--- src/rtl/boot_mode_ctrl_if.sv ---
// Board-side signal bundle for boot_mode_ctrl: PLL lock, button, USB/DFU status in,
// bootloader ownership and board reset controls out.
interface boot_mode_ctrl_if;
    logic       clk_locked;
    logic       pwr_button;
    logic       usb_reset;
    logic [7:0] dfu_state;
    logic       user_bootmode;
    logic       dfu_core_reset;
    logic       usb_pull_en;
    logic       target_rst_drive;
    logic       button_press;

    modport master (
        output clk_locked, pwr_button, usb_reset, dfu_state,
        input  user_bootmode, dfu_core_reset, usb_pull_en, target_rst_drive, button_press
    );

    modport slave (
        input  clk_locked, pwr_button, usb_reset, dfu_state,
        output user_bootmode, dfu_core_reset, usb_pull_en, target_rst_drive, button_press
    );
endinterface

--- src/rtl/boot_mode_ctrl.sv ---
// Boot-mode controller: debounced power button, PLL-lock gated board reset, DFU handoff.
// Optional macro BOOT_MODE_LONG_PRESS_EN: RUN->BOOT needs a long press instead of any press.
module boot_mode_ctrl #(
    parameter int DEBOUNCE_CYCLES   = 480000,
    parameter int POR_HOLD_CYCLES   = 65535,
    parameter int EXIT_HOLD_CYCLES  = 4800,
    parameter int LONG_PRESS_CYCLES = 96000000
) (
    input logic            clk_48mhz,
    input logic            resetn,
    boot_mode_ctrl_if.slave bus
);

    localparam int DEB_W  = $clog2(DEBOUNCE_CYCLES + 1);
    localparam int POR_W  = $clog2(POR_HOLD_CYCLES + 1);
    localparam int EXIT_W = $clog2(EXIT_HOLD_CYCLES + 1);
    localparam int CNT_W  = (POR_W > EXIT_W) ? POR_W : EXIT_W;
    localparam int HOLD_W = $clog2(LONG_PRESS_CYCLES + 1);

    localparam logic [DEB_W-1:0]  DEB_LAST  = DEB_W'(DEBOUNCE_CYCLES - 1);
    localparam logic [CNT_W-1:0]  POR_LOAD  = CNT_W'(POR_HOLD_CYCLES - 1);
    localparam logic [CNT_W-1:0]  EXIT_LOAD = CNT_W'(EXIT_HOLD_CYCLES - 1);
    localparam logic [HOLD_W-1:0] HOLD_LAST = HOLD_W'(LONG_PRESS_CYCLES - 1);

    typedef enum logic [2:0] {
        LOCK_WAIT,
        POR_HOLD,
        RUN,
        BOOT,
        EXIT
    } state_t;

    // ---------------------------------------------------------------
    // Two-flop synchronisers
    // ---------------------------------------------------------------
    logic btn_s1, btn_s2, lock_s1, lock_s2;

    always_ff @(posedge clk_48mhz or negedge resetn) begin
        if (!resetn) begin
            btn_s1  <= 1'b1;
            btn_s2  <= 1'b1;
            lock_s1 <= 1'b1;
            lock_s2 <= 1'b1;
        end else begin
            btn_s1  <= bus.pwr_button;
            btn_s2  <= btn_s1;
            lock_s1 <= bus.clk_locked;
            lock_s2 <= lock_s1;
        end
    end

    // ---------------------------------------------------------------
    // Debounce: the level follows only after a full run of disagreement
    // ---------------------------------------------------------------
    logic             deb_lvl;
    logic [DEB_W-1:0] deb_cnt;
    logic             press_q;

    always_ff @(posedge clk_48mhz or negedge resetn) begin
        if (!resetn) begin
            deb_lvl <= 1'b1;
            deb_cnt <= '0;
            press_q <= 1'b0;
        end else begin
            press_q <= 1'b0;
            if (btn_s2 != deb_lvl) begin
                if (deb_cnt == DEB_LAST) begin
                    deb_lvl <= btn_s2;
                    deb_cnt <= '0;
                    press_q <= ~btn_s2;
                end else begin
                    deb_cnt <= deb_cnt + DEB_W'(1);
                end
            end else begin
                deb_cnt <= '0;
            end
        end
    end

    // ---------------------------------------------------------------
    // Ownership FSM
    // ---------------------------------------------------------------
    state_t            state_q, state_d;
    logic [CNT_W-1:0]  cnt_q, cnt_d;
    logic [HOLD_W-1:0] hold_q, hold_d;
    logic              boot_req;

`ifdef BOOT_MODE_LONG_PRESS_EN
    assign boot_req = ~deb_lvl && (hold_q == HOLD_LAST);
`else
    assign boot_req = press_q;
`endif

    always_comb begin
        state_d = state_q;
        cnt_d   = cnt_q;
        hold_d  = '0;
        if (!lock_s2) begin
            state_d = LOCK_WAIT;
            cnt_d   = '0;
        end else begin
            case (state_q)
                LOCK_WAIT: begin
                    state_d = POR_HOLD;
                    cnt_d   = POR_LOAD;
                end
                POR_HOLD: begin
                    if (cnt_q == '0) state_d = deb_lvl ? RUN : BOOT;
                    else             cnt_d   = cnt_q - CNT_W'(1);
                end
                RUN: begin
                    // Hold counter only runs while pressed in RUN; saturates at its terminal value
                    if (!deb_lvl && hold_q != HOLD_LAST) hold_d = hold_q + HOLD_W'(1);
                    if (boot_req) begin
                        state_d = BOOT;
                        hold_d  = '0;
                    end
                end
                BOOT: begin
                    if (bus.usb_reset && bus.dfu_state == 8'h01) begin
                        state_d = EXIT;
                        cnt_d   = EXIT_LOAD;
                    end
                end
                EXIT: begin
                    if (cnt_q == '0) state_d = RUN;
                    else             cnt_d   = cnt_q - CNT_W'(1);
                end
                default: begin
                    state_d = LOCK_WAIT;
                    cnt_d   = '0;
                end
            endcase
        end
    end

    // Outputs are registered from the next state so they track the state register exactly.
    logic ub_q, dcr_q, pull_q, trd_q;

    always_ff @(posedge clk_48mhz or negedge resetn) begin
        if (!resetn) begin
            state_q <= LOCK_WAIT;
            cnt_q   <= '0;
            hold_q  <= '0;
            ub_q    <= 1'b0;
            dcr_q   <= 1'b1;
            pull_q  <= 1'b0;
            trd_q   <= 1'b1;
        end else begin
            state_q <= state_d;
            cnt_q   <= cnt_d;
            hold_q  <= hold_d;
            ub_q    <= (state_d == BOOT);
            dcr_q   <= (state_d != BOOT);
            pull_q  <= (state_d == BOOT);
            trd_q   <= (state_d != RUN);
        end
    end

    assign bus.user_bootmode    = ub_q;
    assign bus.dfu_core_reset   = dcr_q;
    assign bus.usb_pull_en      = pull_q;
    assign bus.target_rst_drive = trd_q;
    assign bus.button_press     = press_q;

endmodule
--- src/flat_wrapper.sv ---
// flat-port wrapper written by rule: the top's interface ports become plain ports
module boot_mode_ctrl_flat 
#(
    parameter int DEBOUNCE_CYCLES   = 480000,
    parameter int POR_HOLD_CYCLES   = 65535,
    parameter int EXIT_HOLD_CYCLES  = 4800,
    parameter int LONG_PRESS_CYCLES = 96000000
)
  (clk_48mhz, resetn, bus_clk_locked, bus_pwr_button, bus_usb_reset, bus_dfu_state, bus_user_bootmode, bus_dfu_core_reset, bus_usb_pull_en, bus_target_rst_drive, bus_button_press);
  boot_mode_ctrl_if bus_i ();
  input logic clk_48mhz;
  input logic resetn;
  input wire logic [$bits(bus_i.clk_locked)-1:0] bus_clk_locked;
  input wire logic [$bits(bus_i.pwr_button)-1:0] bus_pwr_button;
  input wire logic [$bits(bus_i.usb_reset)-1:0] bus_usb_reset;
  input wire logic [$bits(bus_i.dfu_state)-1:0] bus_dfu_state;
  output wire logic [$bits(bus_i.user_bootmode)-1:0] bus_user_bootmode;
  output wire logic [$bits(bus_i.dfu_core_reset)-1:0] bus_dfu_core_reset;
  output wire logic [$bits(bus_i.usb_pull_en)-1:0] bus_usb_pull_en;
  output wire logic [$bits(bus_i.target_rst_drive)-1:0] bus_target_rst_drive;
  output wire logic [$bits(bus_i.button_press)-1:0] bus_button_press;
  assign bus_i.clk_locked = bus_clk_locked;
  assign bus_i.pwr_button = bus_pwr_button;
  assign bus_i.usb_reset = bus_usb_reset;
  assign bus_i.dfu_state = bus_dfu_state;
  assign bus_user_bootmode = bus_i.user_bootmode;
  assign bus_dfu_core_reset = bus_i.dfu_core_reset;
  assign bus_usb_pull_en = bus_i.usb_pull_en;
  assign bus_target_rst_drive = bus_i.target_rst_drive;
  assign bus_button_press = bus_i.button_press;
  boot_mode_ctrl #(.DEBOUNCE_CYCLES(DEBOUNCE_CYCLES), .POR_HOLD_CYCLES(POR_HOLD_CYCLES), .EXIT_HOLD_CYCLES(EXIT_HOLD_CYCLES), .LONG_PRESS_CYCLES(LONG_PRESS_CYCLES)) u_core (.clk_48mhz(clk_48mhz), .resetn(resetn), .bus(bus_i));
endmodule
--- config.mk ---
export PLATFORM = sky130hd
export DESIGN_NAME = boot_mode_ctrl_flat
export DESIGN_NICKNAME = d
export VERILOG_FILES = /design/src/rtl/boot_mode_ctrl_if.sv /design/src/rtl/boot_mode_ctrl.sv /design/src/flat_wrapper.sv
export SDC_FILE = /design/constraint.sdc
export NUM_CORES = 1
export LEC_CHECK = 0
export CELL_PAD_IN_SITES_DETAIL_PLACEMENT = 0
export CELL_PAD_IN_SITES_GLOBAL_PLACEMENT = 1
export CORE_MARGIN = 2
export CORE_UTILIZATION = 41
export DETAILED_ROUTE_END_ITERATION = 8
export GPL_ROUTABILITY_DRIVEN = 0
export PLACE_DENSITY = 0.74
export SYNTH_ARGS = -nofsm -noshare
export SYNTH_HDL_FRONTEND = slang
export SYNTH_SLANG_ARGS = --single-unit
export TNS_END_PERCENT = 50
--- constraint.sdc ---
create_clock -name clk_48mhz -period 2.39 [get_ports clk_48mhz]
set_input_delay 0.478 -clock clk_48mhz [delete_from_list [all_inputs] [get_ports clk_48mhz]]
set_output_delay 0.478 -clock clk_48mhz [all_outputs]
set_load 0.02 [all_outputs]
; ---- After elaboration in Yosys (flattened, before gate mapping)
; Cells that the tools add are included.
[op_classes]
n_eq_ne = 13
n_reduce_logical = 6
addsub = 2
div = 0
order_cmp = 0
n_shift = 0
multipliers = 0
n_bitwise = 1
n_mux = 15
[ops]
columns = cell, n
row1 = $pmux 16 s4, 1
row2 = $mux 16, 3
row3 = $mux 19, 2
row4 = $add 19x1->19 const B, 1
row5 = $eq 19x19->1 const B, 1
row6 = $logic_not 16->1, 1
row7 = $sub 16x1->16 const B, 1
row8 = $mux 3, 5
row9 = $pmux 3 s5, 1
row10 = $eq 3x2->1 const B, 3
row11 = $eq 8x1->1 const B, 1
row12 = $ne 3x2->1 const B, 2
row13 = $ne 3x3->1 const B, 2
row14 = $eq 3x1->1 const B, 1
row15 = $eq 3x3->1 const B, 1
row16 = $logic_not 3->1, 1
row17 = $mux 1, 3
row18 = $reduce_and 3->1, 1
row19 = $ne 2x2->1 const B, 1
row20 = $reduce_and 2->1, 1
row21 = $reduce_or 2->1, 1
row22 = $logic_and 1x1->1, 1
row23 = $ne 1x1->1, 1
row24 = $not 1->1, 1
[totals]
ram_bits = 0
in_bits = 13
latchBits = 0
wordCells = 49
mem_bits_ro = 0
out_inout_bits = 5
register_bits = 47
n_memories = 0

; ---- Longest topological paths before layout
[depth]
depth_word = 6
ltp_mapped = 8
depth_no_buf = 8

; ---- Worst setup path before layout
; Ideal clock, no wire load.
[synth_path]
path_type = register to register
start = register u_core.cnt_q[0]
end = register u_core.dcr_q, in the netlist u_core.bus.dfu_core_reset
path_stages_with_launch = 8
period_less_slack_ps = 2359
required_time_ps = 2308
arrival_ps = 2277
setup_ps = 82
setup_slack_ps = 31
path_cell_list = dfrtp_1 inv_1 ha_1 or3b_2 or3_4 o41ai_4 o21ai_2 or2_1
[synth_between]
elab_chain_cells = 5
word_cells_on_any_way = 6
classes_between = 1 x eq/ne / 4 x mux / 1 x reduce/logical
[synth_lines]
columns = element, line_no
row1 = start: declaration, boot_mode_ctrl.sv:84  ; logic [CNT_W-1:0] cnt_q, cnt_d;
row2 = start signal: assignment, boot_mode_ctrl.sv:151  ; cnt_q <= cnt_d;
row3 = $logic_not 16->1 (*), "boot_mode_ctrl.sv:108, boot_mode_ctrl.sv:126"
row4 = $mux 3 (on tied branches), "boot_mode_ctrl.sv:126, boot_mode_ctrl.sv:108"
row5 = $pmux 3 s5 (*), boot_mode_ctrl.sv:102  ; case (state_q)
row6 = $mux 3 (*), boot_mode_ctrl.sv:98  ; if (!lock_s2) begin
row7 = $ne 3x2->1 (*), boot_mode_ctrl.sv:154  ; dcr_q <= (state_d != BOOT);
row8 = end signal: assignment, boot_mode_ctrl.sv:154
row9 = end: declaration, boot_mode_ctrl.sv:138  ; logic ub_q, dcr_q, pull_q, trd_q;
; Every way passes the cells marked *; elsewhere a longest branch is shown, timed or not.
; A chain may end at the register's enable or synchronous reset.

; ---- Final worst setup path
[layout_path]
start = input port bus_dfu_state[5]
end = register u_core.cnt_q[10]
[layout_between]
elab_chain_cells = 4
[layout_lines]
columns = element, line_no
row1 = start: declaration, flat_wrapper.sv:16  ; input wire logic [$bits(bus_i.dfu_state)-1:0] bus_dfu_state;
row2 = $eq 8x1->1, boot_mode_ctrl.sv:120  ; if (bus.usb_reset && bus.dfu_state == 8'h01) begin
row3 = $logic_and 1x1->1, boot_mode_ctrl.sv:120
row4 = $ne 3x3->1 (no source line), -
row5 = $reduce_and 3->1 (no source line), -
; No other way between the ends.

==> impl_summary.txt <==
----------------------------------------------------
[Cells and area]
  Area growth from synthesis to final layout ... 30.4%
  Sequential cell area in the final layout ... 1180 µm²
  Inserted Diodes ... 0
  Share of post-route cells with drive strength above 1 ... 28.4%
  Fill cell count ... 541
  Multi-input combinational cell area ... 1370 µm²
  Nets@finish ... 345

[Floorplanning]
  Core box area ... 5990 µm²
  Ports placed on the boundary ... 18
  Die X-Extent ... 83.1 µm
  Die Span Y ... 83.1 µm
  Starting Density ... 42.8%
  Placement row count ... 28
  Die area ... 6900 µm²

[GRT]
  All-Layer GR Usage ... 18.6%
  Number of antenna violations at the first check in global routing ... 0
  Vias in the first global route ... 2179
  Global-route wire length before repair ... 10600 µm
  Grt ovf ... 0
  Pin count of the biggest net entering global routing ... 48

[Logic synthesis]
  Number of library cell types mapped by synthesis ... 53
  Sequential share of the synthesized area ... 46.2%
  Most common flop cell mapped by yosys ... sky130_fd_sc_hd__dfrtp_1
  Area of the mapped netlist ... 2560 µm²
  Number of synthesized flops with an enable pin ... 0
  Yosys warning total ... 0
  Top cells by count, synth ... sky130_fd_sc_hd__dfrtp_1 (40), sky130_fd_sc_hd__nor2_1 (37), sky130_fd_sc_hd__nand2_1 (22)
  Fraction of registers with async set or reset after synthesis ... 100%
  Leading cell types by total area after synthesis ... sky130_fd_sc_hd__dfrtp_1 (39%), sky130_fd_sc_hd__dfstp_2 (7.2%), sky130_fd_sc_hd__nor2_1 (5.4%), sky130_fd_sc_hd__xor2_1 (3.4%), sky130_fd_sc_hd__nand2_1 (3.2%)
  Leading area contributor after synthesis ... sky130_fd_sc_hd__dfrtp_1
  Post-synthesis register bit count ... 47
  Count of mapped cells out of synthesis ... 267
  Portion of synthesized cell area occupied by the leading cell type ... 39.1%
  Most common cell in the netlist ... sky130_fd_sc_hd__dfrtp_1
  Per-instance average area after synthesis ... 9.60 µm²
  Synth Net Count ... 282

[Routing]
  Per-cell via count in the routed design ... 5.53
  Post-route ant nets ... 0
  DRT Pass-1 Iters ... 4
  Routed WL ... 6050 µm
  Number of DRC markers in iteration 0 ... 106
  Total vias in the final route ... 2245
  Remaining routing DRC violations ... 0
  Wire per inst ... 14.9 µm

[CTS]
  Clock sink count ... 47
  CTS clk-pin slew, worst paths ... 0.10 ns
  Clock tree from TritonCTS ... done
  Number of buffers created by CTS ... 5
  Worst-Skew Late Latency ... 0.31 ns
  Max clock buf depth ... 2
  H-tree depth reported by CTS ... 2
  Library cell used as clock root buffer ... sky130_fd_sc_hd__clkbuf_8

[Worst setup path]
  Max FO, Critical Path ... 7
  R2r setup slk ... 0.10 ns
  CP Capture Type ... flop
  Worst endpoint data arrival time ... 2.50 ns
  Launching element type of the critical path ... input pin
  Endpoint required time on the critical path ... 2.58 ns
  CP Class ... in2reg

[Place]
  Number of input and output port buffers inserted ... 17
  Detailed placement HPWL ... 4390 µm
  Dpl ws ... -0.342 ns

[STA]
  Worst slew slack as a fraction of its limit ... 62.7%
  Slew @ Worst Pin ... 0.558 ns
  Unrepaired setup endpoints after global routing ... no
  PnR worst setup slack ... 0.0746 ns
  Final setup violation count ... 0
  Shortest clock period the worst path allows after layout ... 2.32 ns
  Count of endpoints failing hold in the final timing report ... 0
  Worst Clk Skew ... 0.00839 ns
  Pins over their slew limit ... 0
  Upper clock frequency limit ... 432 MHz
  Final TNS setup ... 0 ns
  Worst hold slack ... 0.124 ns
  Period Utilization, post-route ... 96.9%

[Power and ir drop]
  Share of total power in the clock network ... 31.7%
  Power Total ... 1.66 mW
  Maximum resistive drop on vdd ... 0.275 mV
  Switching Power ... 477 µW
  Cell internal power dissipation ... 1.18 mW
  Total power divided by cell area ... 496 nW/µm²
  Pleak ... 1.39 nW
  Register share of total power ... 51.7%
  Fraction of power consumed by combinational cells ... 16.6%
  Switching Share ... 28.8%

[Run]
  Max-cap violations ... 0

[Outcome]
  Status ... completed

[Worst hold path]
  Worst min-delay path class ... in2async

----------------------------------------------------
## cell families after synthesis
logic type | after synthesis | share of synthesized area [%]
AND/OR/NAND/NOR | 125 | 25.7
AO/OA/AOI/OAI | 55 | 17.1
flip-flops | 47 | 46.2
buffers and inverters | 19 | 3.37
XOR/XNOR | 18 | 6.15
adder cells (fa/ha/maj) | 2 | 0.976
multiplexers | 1 | 0.439
## through the flow
step	instance area, µm²	util [%]	std cells
3_3_place_gp	3130	52.3	395
4_1_cts	3270	54.6	405
6_report	3340	55.8	406
5_1_grt	3340	55.8	406
2_1_floorplan	2560	-	267
3_5_place_dp	3130	52.3	395
## flip-flops by register name (all words and copies together), names as in the netlist
| register | count |
|---|---|
| u_core.lock_s1 | 1 |
| u_core.cnt_q | 16 |
| u_core.bus.dfu_core_reset | 1 |
| u_core.bus.button_press | 1 |
| u_core.btn_s2 | 1 |
| u_core.deb_cnt | 19 |
| u_core.lock_s2 | 1 |
| u_core.bus.target_rst_drive | 1 |
| u_core.deb_lvl | 1 |
| u_core.state_q | 3 |
| u_core.bus.user_bootmode | 1 |
| u_core.btn_s1 | 1 |
## repair_timing
action	4_1_cts	5_1_grt
endpoints found under the setup margin	20	16
setup buffers	2	1
pin swaps	3	3
hold buffers	0	0
gates resized for setup	4	15
## layer usage
| metal | GRT usage [%] | up-vias | routed length [µm] |
|---|---|---|---|
| li1 | - | 1102 | - |
| met4 | 4.17 | 0 | 56 |
| met3 | 3.48 | 5 | 338 |
| met5 | 0 | - | 0 |
| met2 | 28.4 | 54 | 2640 |
| met1 | 27.6 | 1084 | 3020 |
## area by class of cell
cell class	count	area share, %
multi-input cells	201	41.0
flip-flops and latches	47	35.5
repair buffers	64	16.6
well taps	75	2.81
clock buffers	5	2.06
inverters	11	1.24
clock inverters	3	0.824
## placed cells by master, fill, tap and decap left out, drive strengths merged, types with 7 or more instances in the layout
| cell | instances |
|---|---|
| nor2 | 37 |
| buf | 48 |
| a21oi | 13 |
| dfstp | 7 |
| inv | 13 |
| nor3 | 13 |
| xor2 | 10 |
| nand2 | 23 |
| nand3 | 13 |
| xnor2 | 8 |
| dfrtp | 40 |
| clkdlybuf4s50 | 15 |
## worst max-delay path, stage by stage
cell and delay, ns:
sky130_fd_sc_hd__clkdlybuf4s50_1 0.40, sky130_fd_sc_hd__or4_4 0.54, sky130_fd_sc_hd__o311ai_4 0.28, sky130_fd_sc_hd__buf_4 0.16
sky130_fd_sc_hd__o41ai_4 0.07, sky130_fd_sc_hd__buf_6 0.15, sky130_fd_sc_hd__buf_6 0.12, sky130_fd_sc_hd__o311ai_4 0.20
sky130_fd_sc_hd__o21ai_1 0.10
## final timing paths
| kind | endpoint | cells after the start | from |
|---|---|---|---|
| hold / removal | u_core.deb_cnt[9]$_DFF_PN0_ | 2 | resetn |
| setup reg to reg | u_core.cnt_q[9]$_DFFE_PN0P_ | 7 | u_core.cnt_q[10]$_DFFE_PN0P_ |
| min in group clk_48mhz | u_core.lock_s2$_DFF_PN1_ | 0 | u_core.lock_s1$_DFF_PN1_ |
| max in group asynchronous | u_core.lock_s1$_DFF_PN1_ | 2 | resetn |
| setup / recovery | u_core.cnt_q[10]$_DFFE_PN0P_ | 9 | bus_dfu_state[5] |
| hold reg to reg | u_core.lock_s2$_DFF_PN1_ | 0 | u_core.lock_s1$_DFF_PN1_ |
## power groups by stage
stage	clock network, mW	logic, mW	registers, mW
3_5_place_dp	0	0.262	0.870
2_1_floorplan	0	0.124	0.873
4_1_cts	0.537	0.266	0.855
6_report	0.525	0.275	0.857
5_1_grt	0.567	0.306	0.862
3_3_place_gp	0	0.262	0.869
Note: power is estimated with default switching activity, not from simulation.
